[config.mk]
export PLATFORM = sky130hd
export DESIGN_NAME = booth_seq_ctrl
export DESIGN_NICKNAME = d
export VERILOG_FILES = /design/src/rtl/booth_pkg.sv /design/src/rtl/booth_seq_ctrl.sv
export SDC_FILE = /design/constraint.sdc
export NUM_CORES = 1
export LEC_CHECK = 0
export CAP_MARGIN = 25
export CORE_MARGIN = 2
export CORE_UTILIZATION = 40
export CTS_CLUSTER_DIAMETER = 100
export CTS_CLUSTER_SIZE = 28
export DETAILED_ROUTE_END_ITERATION = 10
export HOLD_SLACK_MARGIN = 0.1
export PLACE_DENSITY = 0.75
export SLEW_MARGIN = 15
export SYNTH_ARGS = -nofsm -noshare
export SYNTH_HDL_FRONTEND = slang
export SYNTH_SLANG_ARGS = --single-unit
[constraint.sdc]
create_clock -name clk -period 2.05 [get_ports clk]
set_input_delay 0.41 -clock clk [delete_from_list [all_inputs] [get_ports clk]]
set_output_delay 0.41 -clock clk [all_outputs]
set_load 0.02 [all_outputs]
[src/rtl/booth_pkg.sv]
// Shared widths and controller state encoding for the Booth multiplier slice.
package booth_pkg;

  localparam int unsigned BOOTH_W      = 16;
  localparam int unsigned BOOTH_PROD_W = 32;
  localparam int unsigned BOOTH_CYCLES = 16;

  typedef enum logic [1:0] {
    IDLE,
    LAUNCH,
    WAIT,
    HOLD
  } booth_ctrl_state_t;

endpackage

[src/rtl/booth_seq_ctrl.sv]
// Sequencer around the radix-2 Booth multiplier: operand handshake, start pulse, result capture.
// Optional BOOTH_ZERO_SKIP_EN: zero operands bypass the multiplier and go straight to HOLD.
module booth_seq_ctrl
  import booth_pkg::*;
#(
  parameter int unsigned WIDTH   = BOOTH_W,
  parameter int unsigned TIMEOUT = 24
) (
  input  logic                 clk,
  input  logic                 rst_n,
  input  logic                 in_valid,
  output logic                 in_ready,
  input  logic [WIDTH-1:0]     in_a,
  input  logic [WIDTH-1:0]     in_b,
  output logic                 mul_start,
  output logic [WIDTH-1:0]     mul_mc,
  output logic [WIDTH-1:0]     mul_mp,
  input  logic                 mul_busy,
  input  logic [2*WIDTH-1:0]   mul_prod,
  output logic                 out_valid,
  input  logic                 out_ready,
  output logic [2*WIDTH-1:0]   out_prod,
  output logic                 out_err
);

  localparam int unsigned CNT_W  = $clog2(TIMEOUT + 1);
  localparam int unsigned PROD_W = 2 * WIDTH;

  booth_ctrl_state_t   state, state_nxt;
  logic [CNT_W-1:0]    wait_cnt, wait_cnt_nxt;
  logic                in_ready_nxt, mul_start_nxt, out_valid_nxt, out_err_nxt;
  logic [WIDTH-1:0]    mul_mc_nxt, mul_mp_nxt;
  logic [PROD_W-1:0]   out_prod_nxt;

  // State and output registers
  always_ff @(posedge clk or negedge rst_n) begin
    if (!rst_n) begin
      state     <= IDLE;
      wait_cnt  <= '0;
      in_ready  <= 1'b0;
      mul_start <= 1'b0;
      mul_mc    <= '0;
      mul_mp    <= '0;
      out_valid <= 1'b0;
      out_prod  <= '0;
      out_err   <= 1'b0;
    end else begin
      state     <= state_nxt;
      wait_cnt  <= wait_cnt_nxt;
      in_ready  <= in_ready_nxt;
      mul_start <= mul_start_nxt;
      mul_mc    <= mul_mc_nxt;
      mul_mp    <= mul_mp_nxt;
      out_valid <= out_valid_nxt;
      out_prod  <= out_prod_nxt;
      out_err   <= out_err_nxt;
    end
  end

  // Next-state and next-output logic; flags derive from the state being entered
  always_comb begin
    state_nxt    = state;
    wait_cnt_nxt = wait_cnt;
    mul_mc_nxt   = mul_mc;
    mul_mp_nxt   = mul_mp;
    out_prod_nxt = out_prod;
    out_err_nxt  = out_err;

    case (state)
      IDLE: begin
        if (in_valid && in_ready) begin
          mul_mc_nxt = in_a;
          mul_mp_nxt = in_b;
`ifdef BOOTH_ZERO_SKIP_EN
          if ((in_a == '0) || (in_b == '0)) begin
            state_nxt    = HOLD;
            out_prod_nxt = '0;
            out_err_nxt  = 1'b0;
          end else begin
            state_nxt = LAUNCH;
          end
`else
          state_nxt = LAUNCH;
`endif
        end
      end
      // mul_busy still reflects the previous run's counter here
      LAUNCH: begin
        wait_cnt_nxt = '0;
        state_nxt    = WAIT;
      end
      WAIT: begin
        wait_cnt_nxt = wait_cnt + CNT_W'(1);
        if (!mul_busy) begin
          out_prod_nxt = mul_prod;
          out_err_nxt  = 1'b0;
          state_nxt    = HOLD;
        end else if (wait_cnt == CNT_W'(TIMEOUT - 1)) begin
          out_prod_nxt = '0;
          out_err_nxt  = 1'b1;
          state_nxt    = HOLD;
        end
      end
      HOLD: begin
        if (out_ready) state_nxt = IDLE;
      end
      default: state_nxt = IDLE;
    endcase

    in_ready_nxt  = (state_nxt == IDLE);
    mul_start_nxt = (state_nxt == LAUNCH);
    out_valid_nxt = (state_nxt == HOLD);
  end

endmodule

==> reports/metrics.cfg, run 1 <==
[die]
row_count = 31
die_h_um = 90.2
initial_core_util_pct = 41.2
ios = 137
core-area_um2 = 7210
die_x_um = 90.2
dieArea_um2 = 8140

[drt]
via_count = 2235
ant_nets = 0
drc = 0
drt_pass1_iterations = 6
wl_um = 7150
first_iter_violations = 52
wl_per_cell_um = 16.0
viasPerCell = 5.00

[clocking]
numCtsBuffers = 9
clock_latency_ns = 0.34
post_cts_buffers = 0
htreeDepth = 3
clock-root-buffer = clkbuf_8
clockBufferDepth = 2
cts_tree = built
clk_pin_slew_ns = 0.07
clock-sinks = 75

[synth]
synth-edff-count = 0
ys.flop_type = dfrtp_1
async_flop_share_pct = 100
seq_area_frac_synth_pct = 63.1
synth_fp_nets = 276
synthCells = 201
synth_warnings = 0
ys_ff_latch = 75
synth_area_um2 = 2970
avgSynthCellArea_um2 = 14.8
synth_cell_type_count = 35

[place]
gp_congestion = 0.832
dpl_cell_area_um2 = 4430
port_buffers = 136
post-dp-hpwl_um = 4960

[worst_setup_path]
cp.arrival_ns = 2.08
worstReg2RegStart = state[0]$_DFF_PN0_
worstSetupEndpointType = flop
critical_path_class = reg2reg
path_buf_inv = 1
path_max_fanout = 11
r2r_slack_ns = 0.19
cp.required_ns = 2.27
path_cells = inv_1 -> ha_1 -> o21ai_0 -> a311oi_1
cp-startpoint = state[0]$_DFF_PN0_
startpoint_type = flop
crit-reg2reg-capture = mul_start$_DFF_PN0_
max_stage_delay_ns = 0.48
cpLargestDelayFamily = compound AO/OA/AOI/OAI gates
slowest_stage = ha_1
reg2reg_depth = 4

[sta]
max_slew_margin_pct = 49.6
grt_setup_unrepaired = no
slew_viol_final = 0
fin_crit_sh_pct = 90.7
fmax_mhz = 538
fin_crit_ns = 1.86
tightestPinTransition_ns = 0.755
tns_ns = 0
skew_ns = 0.00809
final_hold_viol_count = 0
finalSetupViolCount = 0

[global_route]
grt_pass1_vias = 2334
grt_antenna_before_repair = 0
grt_use_total_pct = 18.0
grt_pass1_wl_um = 11600
overflow = 0
grt_max_degree = 46

[finish]
n_fill_cell = 547
finalNetCount = 418
final_area_um2 = 4670
antenna_cells = 0
multi_input_area_um2 = 997
layout-drive-gt1-share_pct = 15.8
regArea_um2 = 1880
area_delta_synth_final_pct = 57.0

[power]
vdd_drop_max_uv = 694
leakage_nw = 1.98
p_per_area_nw_per_um2 = 1570

[hold_path]
whs_endpoint = mul_mp[10]$_DFFE_PN0P_
holdPathStages = 1
min-delay-start = mul_mp[10]$_DFFE_PN0P_
hp-class = reg2reg

[job]
maxCapViolations = 0

[status]
status = finished clean

## power by group
part / total [W] / internal, W / switching (W)
clock network: 0.00123 / 0.000688 / 0.000537
registers: 0.00250 / 0.00215 / 0.000354
logic: 0.00360 / 0.00191 / 0.00169
## worst max path at each step
stage / slack (ns) / to / cells after the start
finish: 0.19 / mul_start$_DFF_PN0_ / 4
global route: 0.03 / wait_cnt[3]$_DFFE_PN0P_ / 5
CTS: 0.12 / out_valid$_DFF_PN0_ / 4
detailed placement: -0.003 / out_valid$_DFF_PN0_ / 4
global placement: 0.01 / out_valid$_DFF_PN0_ / 4
floorplan: 0.60 / state[1]$_DFF_PN0_ / 5
## per-stage QoR
step | util, % | worst slack, ns | hold slack [ns] | cells | power [W]
floorplan | - | 0.597 | 0.114 | 201 | 0.00445
global placement | 61.5 | 0.0112 | 0.444 | 429 | 0.00607
detailed placement | 61.5 | -0.00274 | 0.446 | 429 | 0.00614
CTS | 64.6 | 0.118 | 0.498 | 446 | 0.00740
global route | 64.7 | 0.0308 | 0.513 | 447 | 0.00774
finish | 64.7 | 0.191 | 0.493 | 447 | 0.00733
## worst reg2reg max path, delay by kind of cell, from the launching register on
kind | cells | cell delay, ns
AO/OA/AOI/OAI | 2 | 0.70
adder cells (fa/ha/maj) | 1 | 0.48
flip-flops | 1 | 0.42
buffers and inverters | 1 | 0.14
## cells by family after synthesis
family                     after synthesis  synth area share (%)
muxes                                   34                  12.8
DFF                                     75                  63.1
buffers and inverters                   17                  3.66
AOI/OAI and AO/OA                       49                  13.7
adders and majority gates                6                  2.52
and+or+nand+nor                         20                  4.25
## state kept, by name (all words and copies together) (netlist names)
| register | count |
|---|---|
| state | 2 |
| mul_start | 1 |
| wait_cnt | 5 |
| mul_mc | 16 |
| in_ready | 1 |
| out_err | 1 |
| out_valid | 1 |
| out_prod | 32 |
| mul_mp | 16 |
## layout by cell type, fill, tap and decap left out, types with 2 or more instances in the layout
cell / count
clkdlybuf4s50_1: 135
dfrtp_1: 75
a22o_1: 30
mux2_2: 26
clkbuf_8: 9
inv_1: 6
mux2_1: 6
ha_1: 6
o21ai_0: 5
nand3_1: 4
nor2_1: 3
nor2b_1: 3
buf_12: 3
a311oi_1: 2
a22o_2: 2
a21oi_1: 2
o2bb2ai_1: 2
mux2i_1: 2
bufinv_16: 2
clkinvlp_4: 2
## cell type report
class | count | share of cell area [%]
Inverter | 7 | 0.563
Clock inverter | 6 | 1.90
Sequential cell | 75 | 40.2
Multi-Input combinational cell | 110 | 21.4
Timing Repair Buffer | 140 | 30.6
Tap cell | 99 | 2.65
Clock buffer | 10 | 2.73
## Yosys cell counts (all sizes together), types with 2 or more instances
master	instances	area, um2
dfrtp	75	1880
o21ai	7	46.3
nand3	4	20.0
inv	7	26.3
mux2	32	360
nor2	4	17.5
nand2	2	10.0
a22o	32	283
a311oi	2	17.5
o2bb2ai	2	17.5
buf	10	82.6
nor2b	3	18.8
ha	6	75.1
mux2i	2	20.0
a21oi	2	10.0
## what timing repair did
action,4_1_cts,5_1_grt
hold endpoints to repair,44,0
hold buffers,1,0
endpoints found under the setup margin,0,1
resized for setup,0,0
## metal layers
| metal | part of all wire [%] | GRT usage, % |
|---|---|---|
| met2 | 46 | 27.1 |
| met5 | 0 | 0 |
| met4 | 2.2 | 7.95 |
| met1 | 44 | 24.0 |
| met3 | 8.0 | 5.62 |
Power figures use the tool's default switching activity.
==> inputs of run 2 (changes only) <==
--- a/config.mk
+++ b/config.mk
@@ -8,11 +8,13 @@
 export CAP_MARGIN = 25
 export CORE_MARGIN = 2
 export CORE_UTILIZATION = 40
+export CTS_BUF_LIST = sky130_fd_sc_hd__clkbuf_2 sky130_fd_sc_hd__clkbuf_4 sky130_fd_sc_hd__clkbuf_8
 export CTS_CLUSTER_DIAMETER = 100
 export CTS_CLUSTER_SIZE = 28
 export DETAILED_ROUTE_END_ITERATION = 10
 export HOLD_SLACK_MARGIN = 0.1
 export PLACE_DENSITY = 0.75
+export SKIP_CTS_REPAIR_TIMING = 1
 export SLEW_MARGIN = 15
 export SYNTH_ARGS = -nofsm -noshare
 export SYNTH_HDL_FRONTEND = slang
==> run 2 against run 1 <==
Effect of this change: register-to-register slack is essentially flat; power increased by 0.17%; critical path depth did not move; critical path type unchanged.
==> reports/metrics.cfg, run 2 (synthesis results as in run 1) <==
[worst_setup_path]
worstReg2RegStart = state[0]$_DFF_PN0_
cp.arrival_ns = 2.07
max_stage_delay_ns = 0.48
cp.required_ns = 2.27
crit-reg2reg-capture = mul_start$_DFF_PN0_
critical_path_class = reg2reg
path_max_fanout = 11
reg2reg_depth = 4
worstSetupEndpointType = flop
slowest_stage = ha_1
path_cells = inv_1 -> ha_1 -> o21ai_0 -> a311oi_1
startpoint_type = flop
r2r_slack_ns = 0.19

[power]
power_frac_comb_pct = 49.1
fin_total_pwr_w = 0.00735
leakage_nw = 1.98
p_clk_share_pct = 16.9
vdd_drop_max_uv = 694
power.switching_fraction_pct = 35.2
power_switching_w = 0.00258
p_per_area_nw_per_um2 = 1580
internal_power_w = 0.00476
power_frac_seq_pct = 34.1

[finish]
top_regs = out_prod: 32 flops, mul_mc: 16 flops, mul_mp: 16 flops
finalNetCount = 417
top_register = out_prod
layout_commonest_cell = clkdlybuf4s50_1
antenna_cells = 0
area_delta_synth_final_pct = 56.8
multi_input_area_um2 = 997
final_cell_mix = 135 x clkdlybuf4s50_1, 75 x dfrtp_1, 30 x a22o_1, 26 x mux2_2, 9 x clkbuf_8
n_fill_cell = 548
regArea_um2 = 1880
layoutNonFillerInstCount = 446
largest_reg_flops = 32
layout-drive-gt1-share_pct = 16.1

[sta]
final_hold_viol_count = 0
fin_crit_sh_pct = 90.6
tightestPinTransition_ns = 0.755
slew_viol_final = 0
grt_setup_unrepaired = no
max_slew_margin_pct = 49.6
skew_ns = 0.00809
finalSetupViolCount = 0
fmax_mhz = 539
fin_crit_ns = 1.86

[place]
placed_cells = 429
post-dp-hpwl_um = 4960
gp_congestion = 0.832
port_buffers = 136

[drt]
wl_per_cell_um = 16.0
ant_nets = 0
wl_um = 7150
drt_pass1_iterations = 4
viasPerCell = 5.00
first_iter_violations = 42
via_count = 2229
drc = 0

[global_route]
grt_use_total_pct = 17.9
grt_antenna_before_repair = 0
grt_max_degree = 46
grt_pass1_vias = 2328
overflow = 0
grt_pass1_wl_um = 11600

[die]
die_x_um = 90.2
core-area_um2 = 7210
initial_core_util_pct = 41.2
die_h_um = 90.2
dieArea_um2 = 8140
row_count = 31
ios = 137

[clocking]
htreeDepth = 3
clock-root-buffer = clkbuf_8
clock-sinks = 75
clk_pin_slew_ns = 0.07
cts_tree = built
clockBufferDepth = 2
clock_latency_ns = 0.34
numCtsBuffers = 9

[status]
status = finished clean

[hold_path]
hp-class = in2async

[job]
maxCapViolations = 0

==> run 2: changes by cell type in the layout (fill, tap and decap cells not counted), sizes merged <==
cell         delta
dlygate4sd3     -1
==> run 2: worst max path at each step <==
stage | start | end | slack, ns | cells after the start
floorplan | state[0]$_DFF_PN0_ | state[1]$_DFF_PN0_ | 0.60 | 5
global placement | mul_busy | out_valid$_DFF_PN0_ | 0.01 | 4
detailed placement | mul_busy | out_valid$_DFF_PN0_ | -0.003 | 4
CTS | wait_cnt[0]$_DFFE_PN0P_ | out_valid$_DFF_PN0_ | 0.12 | 4
global route | state[0]$_DFF_PN0_ | wait_cnt[3]$_DFFE_PN0P_ | 0.03 | 5
finish | state[0]$_DFF_PN0_ | mul_start$_DFF_PN0_ | 0.19 | 4
==> run 2: worst max-delay path: cells and delay by family, from the launching register on <==
kind	cells	cell delay [ns]
flops	1	0.42
fa+ha+maj	1	0.48
buf+inv	1	0.14
compound gates	2	0.70
==> run 2: area by class of cell <==
type / count / share of cell area [%]
Tap cell: 99 / 2.66
Clock inverter: 6 / 1.91
Timing Repair Buffer: 139 / 30.4
Clock buffer: 10 / 2.82
Inverter: 7 / 0.563
Sequential cell: 75 / 40.2
Multi-Input combinational cell: 110 / 21.4
==> run 2: layer usage <==
metal / up-vias / track usage (%) / share of wire (%) / wire length [um]
met5: - / 0 / 0 / 0
li1: 1018 / - / - / -
met1: 1081 / 24.0 / 44 / 3170
met2: 116 / 27.0 / 45 / 3250
met3: 14 / 5.53 / 7.9 / 567
met4: 0 / 7.95 / 2.2 / 157
==> run 2: power by group through the flow <==
stage | logic, W | registers [W] | clock network [W]
after floorplan | 0.00115 | 0.00329 | 0
after global placement | 0.00355 | 0.00252 | 0
after detailed placement | 0.00362 | 0.00252 | 0
after CTS | 0.00363 | 0.00251 | 0.00128
after global routing | 0.00383 | 0.00259 | 0.00134
final | 0.00360 | 0.00250 | 0.00124
==> run 2: stage by stage <==
step / TNS (ns) / instance area (um2) / hold WS, ns / utilization [%] / setup WS (ns)
after floorplan: 0 / 2970 / 0.114 / - / 0.597
after detailed placement: -0.00274 / 4430 / 0.446 / 61.5 / -0.00274
after global routing: 0 / 4660 / 0.110 / 64.6 / 0.0308
after CTS: 0 / 4650 / 0.0737 / 64.5 / 0.118
final: 0 / 4660 / 0.0669 / 64.6 / 0.194
after global placement: 0 / 4430 / 0.444 / 61.5 / 0.0112
